**config.mk**
```make
export PLATFORM = sky130hd
export DESIGN_NAME = tdm_deframer
export DESIGN_NICKNAME = d
export VERILOG_FILES = /design/src/rtl/tdm_deframer.sv
export SDC_FILE = /design/constraint.sdc
export NUM_CORES = 1
export LEC_CHECK = 0
export CAP_MARGIN = 10
export CORE_UTILIZATION = 45
export CTS_CLUSTER_DIAMETER = 100
export DETAILED_ROUTE_END_ITERATION = 6
export PLACE_DENSITY = 0.77
export SETUP_SLACK_MARGIN = 0.4
export SYNTH_ARGS = -nofsm -noshare
export SYNTH_HDL_FRONTEND = slang
export SYNTH_SLANG_ARGS = --single-unit
```
**constraint.sdc**
```tcl
create_clock -name clk -period 3.05 [get_ports clk]
set_clock_uncertainty 0.2 [all_clocks]
set_input_delay 0.4575 -clock clk [delete_from_list [all_inputs] [get_ports clk]]
set_output_delay 0.4575 -clock clk [all_outputs]
set_load 0.01 [all_outputs]
```
**src/rtl/tdm_deframer.sv**
```systemverilog
// tdm_deframer: rebuilds NO_CHANNEL parallel channel words from a TDM word
// stream. Frames start with an SOF-tagged word on channel 0. A partial frame
// is collected in a shadow array and copied to the registered output only
// when the last channel word arrives.
module tdm_deframer #(
    parameter int DATA_WIDTH = 8,
    parameter int MSEL_WIDTH = 1,
    parameter int NO_CHANNEL = 2 ** MSEL_WIDTH
) (
    input  logic                  clk,
    input  logic                  rst,
    input  logic                  in_valid,
    input  logic                  in_sof,
    input  logic [DATA_WIDTH-1:0] in,
    output logic [MSEL_WIDTH-1:0] sel,
    output logic [DATA_WIDTH-1:0] out [NO_CHANNEL],
    output logic                  out_valid,
    output logic                  frame_err,
    output logic                  drop
);

    typedef enum logic {
        HUNT,
        COLLECT
    } state_t;

    localparam logic [MSEL_WIDTH-1:0] LAST_CH  = MSEL_WIDTH'(NO_CHANNEL - 1);
    localparam logic [MSEL_WIDTH-1:0] FIRST_CH = MSEL_WIDTH'(1);

    state_t                  state_q;
    logic [MSEL_WIDTH-1:0]   cnt_q;
    logic [MSEL_WIDTH-1:0]   cnt_d;
    logic [DATA_WIDTH-1:0]   shd_q [NO_CHANNEL];
    logic [DATA_WIDTH-1:0]   out_q [NO_CHANNEL];
    logic                    outValid_q;
    logic                    frameErr_q;
    logic                    drop_q;

    // Channel index that follows the one being written this cycle.
    always_comb begin
        cnt_d = cnt_q + FIRST_CH;
    end

    // Hunt/collect state machine; shadow array is left unreset on purpose.
    always_ff @(posedge clk) begin
        if (rst) begin
            state_q    <= HUNT;
            cnt_q      <= '0;
            outValid_q <= 1'b0;
            frameErr_q <= 1'b0;
            drop_q     <= 1'b0;
            for (int i = 0; i < NO_CHANNEL; i++) begin
                out_q[i] <= '0;
            end
        end else begin
            outValid_q <= 1'b0;
            frameErr_q <= 1'b0;
            drop_q     <= 1'b0;
            case (state_q)
                HUNT: begin
                    if (in_valid) begin
                        if (in_sof) begin
                            shd_q[0] <= in;
                            cnt_q    <= FIRST_CH;
                            state_q  <= COLLECT;
                        end else begin
                            drop_q <= 1'b1;
                        end
                    end
                end
                COLLECT: begin
                    if (in_valid) begin
                        if (in_sof) begin
                            frameErr_q <= 1'b1;
                            shd_q[0]   <= in;
                            cnt_q      <= FIRST_CH;
                        end else begin
                            shd_q[cnt_q] <= in;
                            if (cnt_q == LAST_CH) begin
                                for (int i = 0; i < NO_CHANNEL - 1; i++) begin
                                    out_q[i] <= shd_q[i];
                                end
                                out_q[NO_CHANNEL-1] <= in;
                                outValid_q          <= 1'b1;
                                cnt_q               <= '0;
                                state_q             <= HUNT;
                            end else begin
                                cnt_q <= cnt_d;
                            end
                        end
                    end
                end
                default: begin
                    state_q <= HUNT;
                    cnt_q   <= '0;
                end
            endcase
        end
    end

    // cnt is held at zero whenever the machine is hunting, so it doubles as sel.
    always_comb begin
        sel       = cnt_q;
        out       = out_q;
        out_valid = outValid_q;
        frame_err = frameErr_q;
        drop      = drop_q;
    end

endmodule

```
Word level (Yosys, flattened, before mapping)

Memories as Yosys holds them, arrays and structs flattened. A register that Yosys moved wholly into a read port is not among the register bits.
Cells that the tools add are included.

Register bits after elaboration: 13
Bits of input ports: 12
Memories kept: 1
Output and inout bits: 20
Word-level logic and storage cells: 48
Memory bits (writable): 16

Mux-type cells: 28
Eq/ne operators: 3
Reductions and logical operators: 5
Bitwise logic cells: 4
Add/subtract/negate cells: 1

Memory list:

| name  | depth | width | rd ports | clocked after Yosys merged registers in | wr ports | line | text |
|---|---|---|---|---|---|---|---|
| shd_q | 2     | 8     | 1        | 1                                       | 1        | 33   | `logic [DATA_WIDTH-1:0] shd_q [NO_CHANNEL];` |

Operator list:

| cell                | number |
|---|---|
| $mux 1              | 24 |
| $mux 8              | 2 |
| $reduce_or 8->1     | 1 |
| $ne 2x2->1 const B  | 3 |
| $pmux 1 s2          | 2 |
| $reduce_and 4->1    | 1 |
| $reduce_or 4->1     | 1 |
| $not 1->1           | 3 |
| $reduce_and 3->1    | 1 |
| $reduce_or 2->1     | 1 |
| $add 1x1->1 const B | 1 |
| $or 1x1->1          | 1 |

Depth between registers and ports, before layout

Gate-level depths: netlist of run 1.

Depth in word-level cells: 7
Mapped depth: 4
Mapped depth without buffers: 2

Least setup slack after synthesis of run 1

OpenSTA, ideal clock, no wires.

Path type: input -> register
Start point: input in_valid
End point: memory shd_q[0][0] (enable)
Buffers on the path: 1
Library setup time: 375 ps
Data arrival time: 1178 ps
Stages on the path: 3
Setup slack: 1297 ps
Path through: buf_2 -> nand2b_1 -> a21oi_1

Word-level cells in the longest chain between the ends: 6
Elaborated cells between the ends (all ways): 15
Those cells by class: 13 x mux; 1 x bitwise; 1 x reduce/logical

Ends and longest elaborated chain:

| what                                                           | line       | text |
|---|---|---|
| from (decl)                                                    | 12         | `input logic in_valid,` |
| $mux 1, on equally long branches                               | 72, 61     |  |
| $mux 1, on equally long branches                               | -          |  |
| $mux 1                                                         | 46         | `if (rst) begin` |
| $mux 1, on equally long branches                               | 78, 63, 75 |  |
| $reduce_or 8->1 (no source line) or $or 1x1->1 (tied branches) | -          |  |
| $mux 1 (no source line)                                        | -          |  |
| to (decl)                                                      | 33         |  |

Several ways; a longest one is shown, not always the timed one.

Worst setup path after layout of run 1

Start point: input in_valid
End point: register out_q, in the netlist out[3]

Word-level cells in the longest chain between the ends: 1

Ends and longest elaborated chain:

| what                              | line | text |
|---|---|---|
| $reduce_and 4->1 (no source line) | -    |  |
| to (signal, indexed assignment)   | 81   | `out_q[i] <= shd_q[i];` |
| to (signal, indexed assignment)   | 83   | `out_q[NO_CHANNEL-1] <= in;` |
| to (decl)                         | 34   | `logic [DATA_WIDTH-1:0] out_q [NO_CHANNEL];` |

No other way between the ends.
A chain may end at the register's enable or synchronous reset.

==> impl_metrics.toml, run 1 <==
[run_status]
outcome = "complete, no violations"

[finish]
fin_cells = 165
area_delta_synth_final_pct = 30.9
multi_input_area_um2 = 410
nNetsFinal = 146
drive_above_1_share = 0.148
fillerInstances = 203
num_antenna_cells = 0
final_util = 0.627
seq_area_um2 = 661

[placement]
gp_congestion = 0.697
portBuffers = 31
hpwl_um = 1510
placedCellCount = 157

[clock_network]
post_cts_buffers = 0
ctsHoldBuffers = 0
clkSinkCount = 29
clkTransAtPathRegs_ns = 0.09
clockBufferDepth = 2
clk_latency_ns = 0.32
cts_tree = "done"
cts_buffers = 5
cts_max_level = 2
clockRootBuffer = "clkbuf_4"
cts_resized = 0

[setup_path]
crit_start = "in_valid"
cp.required_ns = 3.02
critPathLaunchType = "input pin"
cp_max_fo = 20
crit_type = "input pin to register"
reg2reg_from = "state_q"
crit_arrival_ns = 2.00
endpoint_kind = "register"

[synthesis]
yosys_most_used_dff = "dfxtp_1"
netlist_instances = 100
synth_cell_types = 21
ys_warn_count = 0
synth_edf_count = 8
synth.top_cells.by_count = "dfxtp_1, inv_1, nand3b_1"
async_flop_share = 0
ys_ff_latch = 29
synth.cell_area_mm2 = 0.00120
synth_top_area_frac = 0.351
avgSynthCellArea_um2 = 12.0
synth_area_leaders = "dfxtp_1, edfxtp_1, nand3b_1"
yosysSeqAreaShare = 0.552
yosys.cell_count.top_type = "dfxtp_1"
synth_top_area_cell = "dfxtp_1"
syn_nets = 112

[hold_path]
hp-class = "register to register"
min_from = "out[14]"

[flow_run]
max_cap_violations = 0

[timing]
report.final.slew_viol_count = 0
setup_violations = 0
clock.fmax_mhz = 492
fin_crit_sh = 0.667
finalHoldViolations = 0
relSlewSlack = 0.418
period_minus_slack_ns = 2.03
rsz0062_at_grt = "no"
fin_tns_setup_ns = 0
worst_pin_slew_ns = 0.870

[power]
power_density_mw_per_mm2 = 439
ir_drop_uv = 279
leakagePower_uw = 0.000499

[die]
die_w_um = 53.6
ioPinCount = 32
die_y_um = 53.6
die_area_mm2 = 0.00287
rows = 18
core_mm2 = 0.00250
initial_core_util = 0.479

[global_routing]
grt_pass1_vias = 807
antenna_found_initial = 0
grtUsageTotal = 0.189
gr-total-overflow = 0
grt_max_degree = 35
grt_pass1_wl_um = 3700

[drt]
viasPerCell = 5.22
drc = 0
vias = 861
drt_pass1_iterations = 4
wl_per_cell_um = 13.9
wl_um = 2290
detail-route-antenna-nets = 0
drt_iter0_markers = 8
==> cell type report <==
cell class / instances / area share
Inverter: 18 / 0.0431
Clock inverter: 2 / 0.00638
Timing Repair Buffer: 35 / 0.217
Clock buffer: 6 / 0.0263
Sequential cell: 29 / 0.421
Tap cell: 30 / 0.0239
Multi-Input combinational cell: 45 / 0.262
==> logic make-up (layout without fill, tap and decap cells) <==
family                 Yosys count  in the layout  share of synthesized area
AO/OA/AOI/OAI                   20             20                      0.200
buffers and inverters           26             61                      0.106
flip-flops                      29             29                      0.552
AND/OR/NAND/NOR                 25             25                      0.143
==> sequential cells by signal, summed over array words and instances, names as in the netlist <==
name,count
frame_err,1
out,16
sel,1
drop,1
out_valid,1
shd_q,8
state_q,1
==> cells in the final DEF, fill, tap and decap left out <==
cell / n
clkbuf_1: 1
nand3b_1: 17
a21oi_1: 2
clkinv_2: 2
clkbuf_4: 5
inv_1: 18
nand2b_1: 2
clkdlybuf4s50_1: 31
dfxtp_1: 21
o32ai_2: 7
o32ai_4: 1
o32ai_1: 8
buf_4: 4
edfxtp_1: 8
nor3_1: 2
and4b_1: 1
o21ai_0: 1
nor2_1: 2
nand2_1: 1
a211oi_2: 1
==> worst max-delay path, stage by stage <==
cell,delay [ns]
clkdlybuf4s50_1,0.46
buf_4,0.23
and4b_1,0.47
buf_4,0.29
o32ai_2,0.09
==> through the flow <==
stage	area, um2	power [uW]	hold slack (ns)	worst slack (ns)
after floorplan	1200	448	0.272	1.30
after global placement	1520	477	0.272	0.735
after detailed placement	1520	479	0.275	0.679
after CTS	1570	697	0.289	1.03
after global routing	1570	721	0.316	0.938
final	1570	688	0.288	1.02
==> worst paths after layout <==
check | to | slack [ns] | cells after the start
worst min register to register | out[14] | 0.29 | 2
worst max-delay path | out[3] | 1.02 | 5
worst max register to register | out[15] | 1.33 | 2
worst min-delay path | out[14] | 0.29 | 2
==> power breakdown <==
part	switching [uW]	total, uW	internal (uW)
sequential	4.62	408	404
combinational	29.3	61.9	32.6
clock	130	218	87.6
total	164	688	524
==> metal layers <==
metal,GRT usage,vias up,part of all wire
li1,-,432,-
met1,0.230,402,0.43
met2,0.296,25,0.51
met3,0.0847,2,0.049
met4,0.0658,0,0.0083
met5,0,-,0
No activity file was read; power rests on OpenSTA's default activity.
==> inputs of run 2 (changes only) <==
- clock period: 3.05 -> 2 ns (I/O delays scaled with it)
==> impl_metrics.toml, run 2 (synthesis gave the netlist of run 1 again) <==
[drt]
drt_iter0_markers = 5
wl_um = 2320
drt_pass1_iterations = 4
drt-met1-wl_um = 967
wl_per_cell_um = 14.0
drc = 0
route.met2.wl_um = 1210
viasPerCell = 5.31
highest_layer = "met4"
wl_met3_um = 102
detail-route-antenna-nets = 0
vias = 881

[clock_network]
clockBufferDepth = 2
clk_latency_ns = 0.31
post_cts_buffers = 0
ctsHoldBuffers = 0
cts_tree = "done"
cts_buffers = 5
clockRootBuffer = "clkbuf_4"
clkTransAtPathRegs_ns = 0.09
cts_max_level = 2
clkSinkCount = 29

[timing]
worst_pin_slew_ns = 0.349
rsz0062_at_grt = "no"
report.final.slew_viol_count = 0
period_minus_slack_ns = 1.51
relSlewSlack = 0.767
fin_crit_sh = 0.755
finalHoldViolations = 0
hold_ws_ns = 0.131
fin_tns_setup_ns = 0
clock.fmax_mhz = 662
setup_violations = 0

[setup_path]
crit_path_top_delay_cell = "clkdlybuf4s50_1"
endpoint_kind = "register"
critical-path-top-delay-family = "buffers and inverters"
crit_arrival_ns = 1.34
crit_type = "input pin to register"
critPathLaunchType = "input pin"
max_stage_delay_ns = 0.53
crit_chain = "clkdlybuf4s50_1 > nand2b_1 > a21oi_1 > buf_4"
cp_max_fo = 8
cp_num_buf_inv = 2
cp.required_ns = 1.83

[finish]
area_delta_synth_final_pct = 31.5
num_antenna_cells = 0
final_cell_mix = "dfxtp_1, dlygate4sd2_1, inv_1, nand3b_1, clkdlybuf4s50_1"
drive_above_1_share = 0.169
fillerInstances = 231
nNetsFinal = 147
largest_register_ffs = 16

[global_routing]
grt_max_degree = 35
gr-total-overflow = 0
grtUsageTotal = 0.193
antenna_found_initial = 0
grt_pass1_wl_um = 3840
grt_pass1_vias = 870

[placement]
gp_congestion = 0.673
portBuffers = 31
hpwl_um = 1470

[die]
die_y_um = 53.6
rows = 18
die_area_mm2 = 0.00287
die_w_um = 53.6
initial_core_util = 0.479
core_mm2 = 0.00250
ioPinCount = 32

[power]
ir_drop_uv = 487
power_density_mw_per_mm2 = 664
leakagePower_uw = 0.000615

[run_status]
outcome = "complete, no violations"

[hold_path]
hp-class = "input pin to register"

[flow_run]
max_cap_violations = 0
run 2: routing by layer:
layer	global-route usage	vias up
li1	-	429
met1	0.207	420
met2	0.344	27
met3	0.0593	5
met4	0.0921	0
met5	0	-
run 2: where the power goes:
group          internal, uW  switching [uW]
sequential              616            6.71
combinational          47.3            46.3
clock                   134             195
total                   797             248
run 2: worst paths after layout:
check	from	to	slack, ns	cells after the start
max	in_valid	shd_q[0][4]	0.49	4
min reg2reg	out[6]	out[6]	0.28	2
max reg2reg	state_q	out[0]	0.62	3
min	in_sof	drop	0.13	2
run 2: repair_timing:
action                     4_1_cts  5_1_grt
cloned                           0        0
setup endpoints to repair       20        2
resized for setup               21        2
run 2: final cells by class:
class / instances / area [um2] / share of cell area
Clock buffer: 6 / 41.3 / 0.0262
Clock inverter: 2 / 10.0 / 0.00636
Tap cell: 30 / 37.5 / 0.0238
Sequential cell: 29 / 662 / 0.421
Timing Repair Buffer: 36 / 338 / 0.215
Inverter: 18 / 67.6 / 0.0429
Multi-Input combinational cell: 45 / 418 / 0.266
run 2: metrics by stage:
step | util | area [um2] | instances | worst slack [ns] | total power, uW
2_1_floorplan | - | 1200 | 100 | 0.404 | 684
3_3_place_gp | 0.615 | 1540 | 158 | 0.202 | 729
3_5_place_dp | 0.615 | 1540 | 158 | 0.123 | 733
4_1_cts | 0.626 | 1560 | 166 | 0.455 | 1050
5_1_grt | 0.630 | 1570 | 166 | 0.409 | 1090
6_report | 0.630 | 1570 | 166 | 0.489 | 1040
==> inputs of run 3 (changes only) <==
- clock period: 2 -> 1.53 ns (I/O delays scaled with it)
==> impl_metrics.toml, run 3 (synthesis gave the netlist of run 1 again) <==
[drt]
highest_layer = "met4"
drt_pass1_iterations = 4
wl_um = 2600
route.met2.wl_um = 1400
wl_met3_um = 115
drt-met1-wl_um = 1060
viasPerCell = 5.33
wl_per_cell_um = 15.2
drc = 0
vias = 911
drt_iter0_markers = 17
detail-route-antenna-nets = 0

[global_routing]
grtUsageTotal = 0.210
gr-total-overflow = 0
antenna_found_initial = 0
grt_pass1_vias = 881
grt_pass1_wl_um = 4040
grt_max_degree = 20

[setup_path]
crit_arrival_ns = 1.30
endpoint_kind = "register"
cp.required_ns = 1.56
crit_chain = "and4b_1 > buf_12 > o32ai_2"
cp_max_fo = 18
ff2ff_path_depth = 3
endpoint = "out[13]"
cp.depth = 3
r2r-end = "out[13]"
reg2reg_setup_slack_ns = 0.26
max_stage_delay_ns = 0.38
crit_start = "state_q"
cp_num_buf_inv = 1
reg2reg_from = "state_q"
critPathLaunchType = "register"
crit_path_top_delay_cell = "dfxtp_4"
critical-path-top-delay-family = "flip-flops"
crit_type = "register to register"

[timing]
period_minus_slack_ns = 1.27
rsz0062_at_grt = "yes"
setup_violations = 0
worst_pin_slew_ns = 0.207
clock.fmax_mhz = 786
fin_tns_setup_ns = 0
fin_crit_sh = 0.831
finalHoldViolations = 0
report.final.slew_viol_count = 0
relSlewSlack = 0.862

[finish]
final_cell_mix = "buf_6, dfxtp_2, inv_1, nand3b_1, o32ai_2"
num_antenna_cells = 0
largest_register_ffs = 16
fillerInstances = 170
layout_commonest_cell = "buf_6"
final_util = 0.711
drive_above_1_share = 0.546
nNetsFinal = 152
area_delta_synth_final_pct = 48.4

[hold_path]
hp-class = "input pin to register"
worstHoldPathCells = 3

[clock_network]
clockBufferDepth = 2
clkSinkCount = 29
cts_buffers = 5
cts_max_level = 2
cts_tree = "done"
clk_latency_ns = 0.32
clkTransAtPathRegs_ns = 0.09
clockRootBuffer = "clkbuf_4"

[power]
ir_drop_uv = 711
seqPwrFrac = 0.565
p_total_uw = 1450
comb_power_share = 0.105
swShare = 0.239
leakagePower_uw = 0.000633
p_sw_uw = 346
p_int_uw = 1100
power_density_mw_per_mm2 = 815
pwr-share-clk = 0.330

[die]
core_mm2 = 0.00250
ioPinCount = 32
die_area_mm2 = 0.00287
die_w_um = 53.6
die_y_um = 53.6
initial_core_util = 0.479
rows = 18

[placement]
hpwl_um = 1630
portBuffers = 31
gp_congestion = 0.748

[run_status]
outcome = "complete, no violations"

[flow_run]
max_cap_violations = 0
[run 3: power groups by stage]
stage	Combinational, uW	Clock, uW	Sequential, uW
after floorplan	69.8	0	835
after global placement	135	0	833
after detailed placement	139	0	834
after CTS	147	494	816
after global routing	161	531	819
final	152	478	817
[run 3: worst min path at each step]
| stage | from | to | slack (ns) |
|---|---|---|---|
| 3_3_place_gp | out[14] | out[14] | 0.26 |
| 4_1_cts | in_sof | drop | 0.17 |
| 2_1_floorplan | in_sof | drop | 0.11 |
| 6_report | in_sof | drop | 0.20 |
| 3_5_place_dp | out[7] | out[7] | 0.27 |
| 5_1_grt | in_sof | drop | 0.17 |
[run 3: stage by stage]
| step | instances | setup slack [ns] | instance area [um2] | hold slack [ns] |
|---|---|---|---|---|
| final | 171 | 0.258 | 1780 | 0.198 |
| after global routing | 171 | 0.225 | 1780 | 0.175 |
| after floorplan | 100 | 0.279 | 1230 | 0.108 |
| after detailed placement | 161 | -0.178 | 1590 | 0.270 |
| after CTS | 171 | 0.225 | 1720 | 0.172 |
| after global placement | 161 | -0.142 | 1590 | 0.263 |
[run 3: what timing repair did]
item | in CTS | in global routing
resized for setup | 117 | 14
pin swaps | 1 | 0
hold buffers | 0 | 0
setup buffers | 2 | 0
endpoints found under the setup margin | 47 | 47
[run 3: layout make-up]
cell class	count	area, um2	share of cell area
clock inverters	2	8.76	0.00493
flip-flops and latches	29	689	0.388
well taps	30	37.5	0.0211
clock buffers	6	51.3	0.0289
inverters	18	67.6	0.0380
repair buffers	41	433	0.244
multi-input cells	45	489	0.275
[run 3: worst reg2reg max path: stages, from the launching register on]
cell and delay (ns):
dfxtp_4 0.38, and4b_1 0.21, buf_12 0.17, o32ai_2 0.22
[run 3: metal layers]
metal	vias to the layer above	track usage
met2	21	0.373
li1	445	-
met3	4	0.0847
met1	441	0.227
met5	-	0
met4	0	0.0658
